**config.mk**
```make
export PLATFORM = sky130hd
export DESIGN_NAME = mono_mode_ctrl_flat
export DESIGN_NICKNAME = d
export VERILOG_FILES = /design/src/rtl/mono_mode_ctrl_if.sv /design/src/rtl/mono_mode_ctrl.sv /design/src/flat_wrapper.sv
export SDC_FILE = /design/constraint.sdc
export NUM_CORES = 1
export LEC_CHECK = 0
export BUFFER_PORTS_ARGS = -buffer_cell sky130_fd_sc_hd__buf_2
export CAP_MARGIN = 40
export CORE_MARGIN = 1.5
export CORE_UTILIZATION = 50
export CTS_CLUSTER_SIZE = 16
export DETAILED_ROUTE_END_ITERATION = 8
export PLACE_DENSITY = 0.75
export SLEW_MARGIN = 10
export SYNTH_ARGS = -nofsm -noshare
export SYNTH_HDL_FRONTEND = slang
export SYNTH_SLANG_ARGS = --single-unit
```
**constraint.sdc**
```tcl
create_clock -name clk_vga -period 2.45 [get_ports clk_vga]
set_clock_uncertainty 0.1 [all_clocks]
set_input_delay 0 -clock clk_vga [delete_from_list [all_inputs] [get_ports clk_vga]]
set_output_delay 0 -clock clk_vga [all_outputs]
set_load 0.02 [all_outputs]
```
**src/rtl/mono_mode_ctrl_if.sv**
```systemverilog
// ---------------------------------------------------------------------------
// mono_mode_ctrl_if
// Purpose : bundles the keyboard byte stream, the VGA vsync input and the
//           monochrome-mode outputs of mono_mode_ctrl into one interface.
// Signals : scan_code[7:0]           PS/2 set-2 byte, valid while scan_valid=1
//           scan_valid               one-cycle strobe per received byte
//           vsync                    VGA vertical sync (clk_vga domain)
//           monochrome_switcher[1:0] 00 colour, 01 green, 10 amber, 11 grey
//           mode_pending             requested mode not yet applied
//           mode_changed             one-cycle pulse when the mode updates
// Modports: master drives keyboard/vsync side, slave is the controller.
// ---------------------------------------------------------------------------
interface mono_mode_ctrl_if;
    logic [7:0] scan_code;
    logic       scan_valid;
    logic       vsync;
    logic [1:0] monochrome_switcher;
    logic       mode_pending;
    logic       mode_changed;

    modport master (
        output scan_code, scan_valid, vsync,
        input  monochrome_switcher, mode_pending, mode_changed
    );

    modport slave (
        input  scan_code, scan_valid, vsync,
        output monochrome_switcher, mode_pending, mode_changed
    );
endinterface

```
**src/rtl/mono_mode_ctrl.sv**
```systemverilog
// ---------------------------------------------------------------------------
// mono_mode_ctrl
// Purpose : decodes a PS/2 set-2 byte stream and cycles a monochrome display
//           mode on each Scroll Lock press (Ctrl+Scroll Lock returns to
//           colour). The requested mode is kept as a target and applied to
//           monochrome_switcher either at the vsync leading edge or, in the
//           default build, on the clock after the target changes.
// Ports   : clk_vga  single clock for all logic
//           rst_n    asynchronous active-low reset
//           bus      mono_mode_ctrl_if.slave (scan_code, scan_valid, vsync,
//                    monochrome_switcher, mode_pending, mode_changed)
// Params  : VSYNC_ACTIVE_LOW 1 = vsync pulse low, 0 = vsync pulse high
//           PREFIX_TIMEOUT   idle clocks allowed inside a multi-byte sequence
// Config  : define MONO_VSYNC_APPLY_EN to apply mode changes at the vsync
//           leading edge; undefined, vsync is ignored and the target is
//           applied one clock after it changes.
// ---------------------------------------------------------------------------
module mono_mode_ctrl #(
    parameter int VSYNC_ACTIVE_LOW = 1,
    parameter int PREFIX_TIMEOUT   = 65535
) (
    input  logic               clk_vga,
    input  logic               rst_n,
    mono_mode_ctrl_if.slave    bus
);

    localparam logic [2:0] ST_IDLE    = 3'd0;
    localparam logic [2:0] ST_E0      = 3'd1;
    localparam logic [2:0] ST_F0      = 3'd2;
    localparam logic [2:0] ST_E0F0    = 3'd3;
    localparam logic [2:0] ST_SKIP_E1 = 3'd4;

    localparam logic [7:0] CODE_E0     = 8'hE0;
    localparam logic [7:0] CODE_F0     = 8'hF0;
    localparam logic [7:0] CODE_E1     = 8'hE1;
    localparam logic [7:0] CODE_CTRL   = 8'h14;
    localparam logic [7:0] CODE_SCROLL = 8'h7E;

    // Pause is E1 followed by seven more bytes that carry no key meaning.
    localparam logic [2:0] PAUSE_TAIL = 3'd7;

    localparam int IDLE_W = (PREFIX_TIMEOUT > 2) ? $clog2(PREFIX_TIMEOUT) : 1;
    localparam logic [IDLE_W-1:0] IDLE_LAST =
        (PREFIX_TIMEOUT > 0) ? IDLE_W'(PREFIX_TIMEOUT - 1) : '0;

    logic [2:0]        state_q, state_d;
    logic [2:0]        skip_q, skip_d;
    logic [IDLE_W-1:0] idle_q, idle_d;

    logic       key_make;
    logic       key_break;
    logic       key_ext;

    logic       lctrl_q;
    logic       rctrl_q;
    logic       ctrl_held;
    logic       scroll_held_q;
    logic [1:0] target_q;
    logic [1:0] switcher_q;
    logic       changed_q;
    logic       pending;
    logic       apply;
    logic       scroll_press;

    // ------------------------------------------------------------------
    // Byte decoder: classifies each byte as make/break (plain/extended)
    // and tracks prefix state plus the idle timeout inside a sequence.
    // ------------------------------------------------------------------
    always_comb begin
        // NOTE: every output of this block gets a default first, so no path
        // leaves a value unassigned and no latch is inferred.
        state_d   = state_q;
        skip_d    = skip_q;
        idle_d    = idle_q;
        key_make  = 1'b0;
        key_break = 1'b0;
        key_ext   = 1'b0;

        if (bus.scan_valid) begin
            idle_d = '0;
            case (state_q)
                ST_IDLE: begin
                    if (bus.scan_code == CODE_E0) begin
                        state_d = ST_E0;
                    end else if (bus.scan_code == CODE_F0) begin
                        state_d = ST_F0;
                    end else if (bus.scan_code == CODE_E1) begin
                        state_d = ST_SKIP_E1;
                        skip_d  = PAUSE_TAIL;
                    end else begin
                        key_make = 1'b1;
                    end
                end
                ST_E0: begin
                    if (bus.scan_code == CODE_F0) begin
                        state_d = ST_E0F0;
                    end else begin
                        key_make = 1'b1;
                        key_ext  = 1'b1;
                        state_d  = ST_IDLE;
                    end
                end
                ST_F0: begin
                    key_break = 1'b1;
                    state_d   = ST_IDLE;
                end
                ST_E0F0: begin
                    key_break = 1'b1;
                    key_ext   = 1'b1;
                    state_d   = ST_IDLE;
                end
                ST_SKIP_E1: begin
                    if (skip_q <= 3'd1) begin
                        skip_d  = '0;
                        state_d = ST_IDLE;
                    end else begin
                        skip_d = skip_q - 3'd1;
                    end
                end
                default: begin
                    state_d = ST_IDLE;
                    skip_d  = '0;
                end
            endcase
        end else if (state_q != ST_IDLE) begin
            // A stalled sequence is abandoned silently once the keyboard has
            // been quiet for PREFIX_TIMEOUT clocks.
            if (idle_q == IDLE_LAST) begin
                state_d = ST_IDLE;
                skip_d  = '0;
                idle_d  = '0;
            end else begin
                idle_d = idle_q + 1'b1;
            end
        end
    end

    always_ff @(posedge clk_vga or negedge rst_n) begin
        if (!rst_n) begin
            state_q <= ST_IDLE;
            skip_q  <= '0;
            idle_q  <= '0;
        end else begin
            // NOTE: state registers use non-blocking assignment so every
            // flop samples the pre-edge values of the others.
            state_q <= state_d;
            skip_q  <= skip_d;
            idle_q  <= idle_d;
        end
    end

    // ------------------------------------------------------------------
    // Key state and mode target
    // ------------------------------------------------------------------
    // Left Ctrl is plain 14, right Ctrl is E0 14; Ctrl counts as held until
    // both have been released.
    assign ctrl_held = lctrl_q | rctrl_q;

    // Only the first make of Scroll Lock counts; typematic repeats arrive
    // while the key is still held and are ignored.
    assign scroll_press = key_make && !key_ext &&
                          (bus.scan_code == CODE_SCROLL) && !scroll_held_q;

    always_ff @(posedge clk_vga or negedge rst_n) begin
        if (!rst_n) begin
            lctrl_q       <= 1'b0;
            rctrl_q       <= 1'b0;
            scroll_held_q <= 1'b0;
            target_q      <= 2'b00;
        end else begin
            if (bus.scan_code == CODE_CTRL) begin
                if (key_make && !key_ext)  lctrl_q <= 1'b1;
                if (key_break && !key_ext) lctrl_q <= 1'b0;
                if (key_make && key_ext)   rctrl_q <= 1'b1;
                if (key_break && key_ext)  rctrl_q <= 1'b0;
            end
            if (bus.scan_code == CODE_SCROLL && !key_ext) begin
                if (key_make)  scroll_held_q <= 1'b1;
                if (key_break) scroll_held_q <= 1'b0;
            end
            // Built from the latest target, so presses within one frame
            // accumulate before being applied.
            if (scroll_press) begin
                target_q <= ctrl_held ? 2'b00 : target_q + 2'd1;
            end
        end
    end

    // ------------------------------------------------------------------
    // Mode application
    // ------------------------------------------------------------------
    assign pending = (target_q != switcher_q);

`ifdef MONO_VSYNC_APPLY_EN
    localparam logic VSYNC_IDLE = (VSYNC_ACTIVE_LOW != 0) ? 1'b1 : 1'b0;

    logic vsync_q;
    logic vsync_active;
    logic vsync_active_q;

    assign vsync_active   = (VSYNC_ACTIVE_LOW != 0) ? ~bus.vsync : bus.vsync;
    assign vsync_active_q = (VSYNC_ACTIVE_LOW != 0) ? ~vsync_q   : vsync_q;

    always_ff @(posedge clk_vga or negedge rst_n) begin
        if (!rst_n) begin
            vsync_q <= VSYNC_IDLE;
        end else begin
            vsync_q <= bus.vsync;
        end
    end

    // A target written in the same cycle as the edge is still old here, so
    // it waits for the following frame.
    assign apply = vsync_active && !vsync_active_q && pending;
`else
    logic unused_vsync;
    assign unused_vsync = bus.vsync;
    assign apply        = pending;
`endif

    always_ff @(posedge clk_vga or negedge rst_n) begin
        if (!rst_n) begin
            switcher_q <= 2'b00;
            changed_q  <= 1'b0;
        end else begin
            changed_q <= apply;
            if (apply) begin
                switcher_q <= target_q;
            end
        end
    end

    assign bus.monochrome_switcher = switcher_q;
    assign bus.mode_pending        = pending;
    assign bus.mode_changed        = changed_q;

endmodule

```
**src/flat_wrapper.sv**
```systemverilog
// flat-port wrapper written by rule: the top's interface ports become plain ports
module mono_mode_ctrl_flat 
#(
    parameter int VSYNC_ACTIVE_LOW = 1,
    parameter int PREFIX_TIMEOUT   = 65535
)
  (clk_vga, rst_n, bus_scan_code, bus_scan_valid, bus_vsync, bus_monochrome_switcher, bus_mode_pending, bus_mode_changed);
  mono_mode_ctrl_if bus_i ();
  input  logic clk_vga;
  input  logic rst_n;
  input wire logic [$bits(bus_i.scan_code)-1:0] bus_scan_code;
  input wire logic [$bits(bus_i.scan_valid)-1:0] bus_scan_valid;
  input wire logic [$bits(bus_i.vsync)-1:0] bus_vsync;
  output wire logic [$bits(bus_i.monochrome_switcher)-1:0] bus_monochrome_switcher;
  output wire logic [$bits(bus_i.mode_pending)-1:0] bus_mode_pending;
  output wire logic [$bits(bus_i.mode_changed)-1:0] bus_mode_changed;
  assign bus_i.scan_code = bus_scan_code;
  assign bus_i.scan_valid = bus_scan_valid;
  assign bus_i.vsync = bus_vsync;
  assign bus_monochrome_switcher = bus_i.monochrome_switcher;
  assign bus_mode_pending = bus_i.mode_pending;
  assign bus_mode_changed = bus_i.mode_changed;
  mono_mode_ctrl #(.VSYNC_ACTIVE_LOW(VSYNC_ACTIVE_LOW), .PREFIX_TIMEOUT(PREFIX_TIMEOUT)) u_core (.clk_vga(clk_vga), .rst_n(rst_n), .bus(bus_i));
endmodule
```
### Word-level counts from Yosys, hierarchy flattened

Index checks and enable logic that the tools add are counted.

* register bits after elaboration: 30
* latch bits: 0
* RAM bits: 0
* memory bits (read-only): 0
* input bits: 12
* output and inout port bits: 4
* word-level logic and storage cells: 89
* memories: 0

* $add $sub $neg: 3
* $mul: 0
* div/mod/pow operators: 0
* magnitude comparators: 1
* equality and inequality tests: 17
* shift operators: 0
* multiplexer cells: 35
* bitwise gates (word level): 1
* reduce and logical (&&, ||, !) cells: 23

Operators by type and width (count)
* 2-to-1 mux 16 bit: 3
* 2-to-1 mux 3 bit: 12
* equality test 8 bit, second input constant: 3
* case mux 3 bit (3 select lines): 2
* adder 16 x 1 -> 16 bit, second input constant: 1
* equality test 16 bit, second input constant: 1
* 2-to-1 mux 1 bit: 14
* nonzero test 2 bit: 5
* equality test 8 x 5 -> 1 bit, second input constant: 1
* equality test 8 x 7 -> 1 bit, second input constant: 1
* logical AND 1 bit: 7
* equality test 3 x 2 -> 1 bit, second input constant: 2
* inequality test 3 x 2 -> 1 bit, second input constant: 2
* inequality test 3 bit, second input constant: 2
* AND reduction 2 bit: 3
* AND reduction 6 bit: 1
* inequality test 5 x 2 -> 1 bit, second input constant: 1
* 2-to-1 mux 2 bit: 2
* case mux 1 bit (2 select lines): 2
* AND reduction 4 bit: 1
* equality test 3 x 1 -> 1 bit, second input constant: 1
* equality test 3 bit, second input constant: 1
* less-or-equal comparator 3 x 1 -> 1 bit, second input constant: 1
* logical NOT 3 bit: 1
* 9 further kinds: 10

### Depth between registers and ports, before layout

* depth after elaboration: 9
* mapped depth: 7
* depth with buffers taken out: 7

### Worst setup path after synthesis

Ideal clock, no wire load.

* kind: reg-to-reg
* start point: register u_core.idle_q[7]
* end point: register u_core.skip_q[0]
* library setup time: 0.125 ns
* arrival: 1.604 ns
* required time: 2.225 ns
* slack: 0.621 ns
* stages on the path, launching flop included: 6
* path buffers: 0
* period minus slack after synthesis: 1.829 ns
* path through: dfrtp_1 -> nand3_1 -> nor4_4 -> a21oi_2 -> nor2_1 -> mux2_2

* cells in the longest elaborated chain, start to end: 3

RTL lines
* start, declared: RTL line mono_mode_ctrl.sv:48 `logic [IDLE_W-1:0] idle_q, idle_d;`
* start signal, assigned: RTL line mono_mode_ctrl.sv:148 `idle_q <= idle_d;`
* equality test 16 bit: RTL line mono_mode_ctrl.sv:128 `if (idle_q == IDLE_LAST) begin`
* nonzero test 2 bit (no source line)
* AND reduction 6 bit (no source line)
* end signal, assigned: RTL line mono_mode_ctrl.sv:147 `skip_q <= skip_d;`
* end, declared: RTL line mono_mode_ctrl.sv:47 `logic [2:0] skip_q, skip_d;`

No other way between the ends.
A chain may end at the register's enable or synchronous reset.

### Worst setup path after layout

* start point: register u_core.idle_q[5]
* end point: register u_core.state_q[2]

* cells in the longest elaborated chain, start to end: 3

RTL lines
* equality test 16 bit: RTL line mono_mode_ctrl.sv:128
* nonzero test 2 bit (no source line)
* AND reduction 4 bit (no source line)
* end signal, assigned: RTL line mono_mode_ctrl.sv:146 `state_q <= state_d;`
* end, declared: RTL line mono_mode_ctrl.sv:46 `logic [2:0] state_q, state_d;`

No other way between the ends.

==> run summary <==
final slew viol count -> 0
number of I/O port buffers -> 14
fmax -> 427 MHz
final hold slack -> 0.0153 ns
final setup fails -> 0
Die H -> 60.1 µm
ys flop type -> dfrtp_1
TritonCTS clock tree -> yes
Post-synth EDFFs -> 0
Die ar. -> 3620 µm²
largest net degree at the start of global routing -> 31
initial core utilization -> 53.0%
1st-iter DRT viols -> 61
# diodes -> 0
wirelength, routed -> 3290 µm
combinational share of power -> 13.1%
NetSw -> 268 µW
Max FO, Critical Path -> 7
hpwl dp -> 2340 µm
CP required -> 2.57 ns
post-synthesis sequential area ratio -> 46.0%
Cell Int Power -> 712 µW
Design Area, Final -> 1890 µm²
Rel. slew slack -> 55.7%
syn avg cell area -> 9.28 µm²
Layout Nets -> 216
TritonCTS buffer count -> 5
DRC -> 0
Clk Latency, worst-skew pair -> 0.33 ns
total track usage -> 20.8%
Flop pwr share -> 55.7%
Placed Area -> 1740 µm²
vias in the first global route -> 1384
Die Span X -> 60.1 µm
drt pass-1 iters -> 4
clock network power share -> 31.1%
# IOs -> 16
Max-Cap Viols -> 0
Power Density -> 518 nW/µm²
gr ovfl total -> 0
WL/cell -> 13.4 µm
Leak -> 0.000849 µW
Final Hold Viols -> 0
min cycle time layout -> 2.34 ns
share of layout cells above drive strength 1 -> 15.8%
status -> finished clean
clock slew seen by the registers of the worst setup and hold paths -> 0.09 ns
first-pass GRT wire length -> 5580 µm
FFs w/ async S/R, synth -> 100%
HP Class -> in -> reg
H-tree levels -> 2
maximum vdd drop -> 0.000358 V
post-synthesis cell count -> 176
Synthesized Nets -> 191
root buffer cell -> clkbuf_4
via count -> 1390
yosys warns -> 0
worst slew pin tran -> 0.659 ns
Critical Path AT -> 2.46 ns
Routability Congestion -> 0.770
Tcrit/Tclk final -> 95.7%
Total Power -> 980 µW
Cell Area, Synth -> 1630 µm²
kind of critical path -> reg -> reg
antenna violations before repair -> 0
Final ANT Viol Nets -> 0
Syn-to-layout area delta -> 15.9%
Vias per Instance -> 5.65
post-synthesis register bit count -> 30
# resized after CTS -> 0
crit start category -> flip-flop
Site Rows -> 20
Longest Clk Path Bufs -> 2
Clock Sinks -> 30
Setup crit end kind -> flip-flop
Netlist cell types -> 41
Sw Share -> 27.4%
core box area -> 3080 µm²
state kept, by name, indices dropped and copies added (netlist names):
signal / cells
u_core.skip_q: 3
u_core.bus.monochrome_switcher: 2
u_core.rctrl_q: 1
u_core.target_q: 2
u_core.scroll_held_q: 1
u_core.idle_q: 16
u_core.state_q: 3
u_core.lctrl_q: 1
u_core.bus.mode_changed: 1
worst max-delay path: stages, from the launching register on:
cell,delay (ns)
dfrtp_1,0.43
nand3_2,0.14
nor4_4,0.45
a21o_1,0.31
nand2_1,0.08
a22o_1,0.18
dlygate4sd3_1,0.55
per-layer routing:
metal,GRT usage [%],wire length (µm),part of all wire [%],vias up
met1,23.5,1470,45,676
li1,-,-,-,685
met5,0,0,0,-
met3,5.84,109,3.3,7
met4,9.21,65,2.0,0
met2,36.0,1640,50,22
cell type report:
type | instances | area, µm²
clock buffers | 7 | 55.1
clock inverters | 1 | 5.00
fillers | 276 | 1190
inverters | 10 | 37.5
multi-input cells | 129 | 816
flip-flops and latches | 30 | 751
well taps | 44 | 55.1
repair buffers | 25 | 173
per-stage QoR:
| stage | util, % | setup TNS (ns) | setup slack, ns | instances |
|---|---|---|---|---|
| 5_1_grt | 61.5 | -0.0000797 | -0.0000797 | 246 |
| 3_5_place_dp | 56.4 | 0 | 0.420 | 228 |
| 4_1_cts | 61.0 | 0 | 0.0403 | 244 |
| 6_report | 61.5 | 0 | 0.106 | 246 |
| 2_1_floorplan | - | 0 | 0.621 | 176 |
| 3_3_place_gp | 56.4 | 0 | 0.450 | 228 |
cell families after synthesis:
group	share of synthesized area [%]
AO/OA/AOI/OAI	14.3
buffers and inverters	4.06
multiplexers	2.68
AND/OR/NAND/NOR	25.8
adder cells (fa/ha/maj)	2.30
XOR/XNOR	4.83
flip-flops	46.0
what timing repair did:
item / in CTS / in global routing
setup endpoints to repair: 0 / 1
hold buffers: 8 / 0
endpoints found under the hold margin: 34 / 0
setup buffers: 0 / 2
cells in the final DEF, fill, tap and decap left out, types with 6 or more instances in the layout:
cell           count
o21ai_0           11
buf_2             14
inv_1             10
dlygate4sd3_1      8
a21oi_1            7
nand2_1           20
nand4_1            6
dfrtp_1           30
nor2_1            13
nand3_1            8
power by group through the flow:
stage	clock network, µW	registers (µW)	logic [µW]
after floorplan	0	555	75.0
after global placement	0	554	115
after detailed placement	0	556	123
after CTS	314	546	131
after global routing	332	551	148
final	305	546	129
path summary, 6_finish.rpt:
path / start / to / slack [ns] / depth (start not counted)
setup / recovery: u_core.idle_q[5]$_DFFE_PN0N_ / u_core.state_q[2]$_DFFE_PN0P_ / 0.11 / 6
hold / removal: bus_scan_valid / u_core.idle_q[14]$_DFFE_PN0N_ / 0.02 / 4
setup reg to reg: u_core.idle_q[5]$_DFFE_PN0N_ / u_core.state_q[2]$_DFFE_PN0P_ / 0.11 / 6
hold reg to reg: u_core.target_q[1]$_DFFE_PN0P_ / u_core.bus.monochrome_switcher[1]$_DFFE_PN0P_ / 0.37 / 0
max in group asynchronous: rst_n / u_core.skip_q[2]$_DFFE_PN0P_ / 1.68 / 2
min in group asynchronous: rst_n / u_core.idle_q[11]$_DFFE_PN0N_ / 0.13 / 2
synth_stat cells, types with 2 or more instances:
| cell | instances | area share, % |
|---|---|---|
| o31a_1 | 2 | 1.1 |
| nand3b_1 | 2 | 0.92 |
| nor3b_1 | 2 | 0.92 |
| nor2b_1 | 3 | 1.1 |
| o31ai_1 | 4 | 1.8 |
| xnor2_1 | 5 | 2.7 |
| nand4_1 | 6 | 2.3 |
| nor3_1 | 5 | 1.5 |
| inv_1 | 10 | 2.3 |
| xor2_1 | 4 | 2.1 |
| o21ai_0 | 11 | 3.4 |
| nor2_1 | 13 | 3.0 |
| or4_1 | 3 | 1.4 |
| a21oi_1 | 7 | 2.1 |
| mux2_2 | 3 | 2.1 |
| clkbuf_1 | 5 | 1.1 |
| o22ai_1 | 2 | 0.77 |
| nand3_1 | 8 | 2.5 |
| dfrtp_1 | 30 | 46 |
| nand2_1 | 20 | 4.6 |
| buf_2 | 2 | 0.61 |
| o2bb2ai_1 | 2 | 1.1 |
| and4_1 | 3 | 1.6 |
| nor4_1 | 4 | 1.5 |
| ha_1 | 3 | 2.3 |
| nand2b_1 | 2 | 0.77 |
Power figures use the tool's default switching activity.
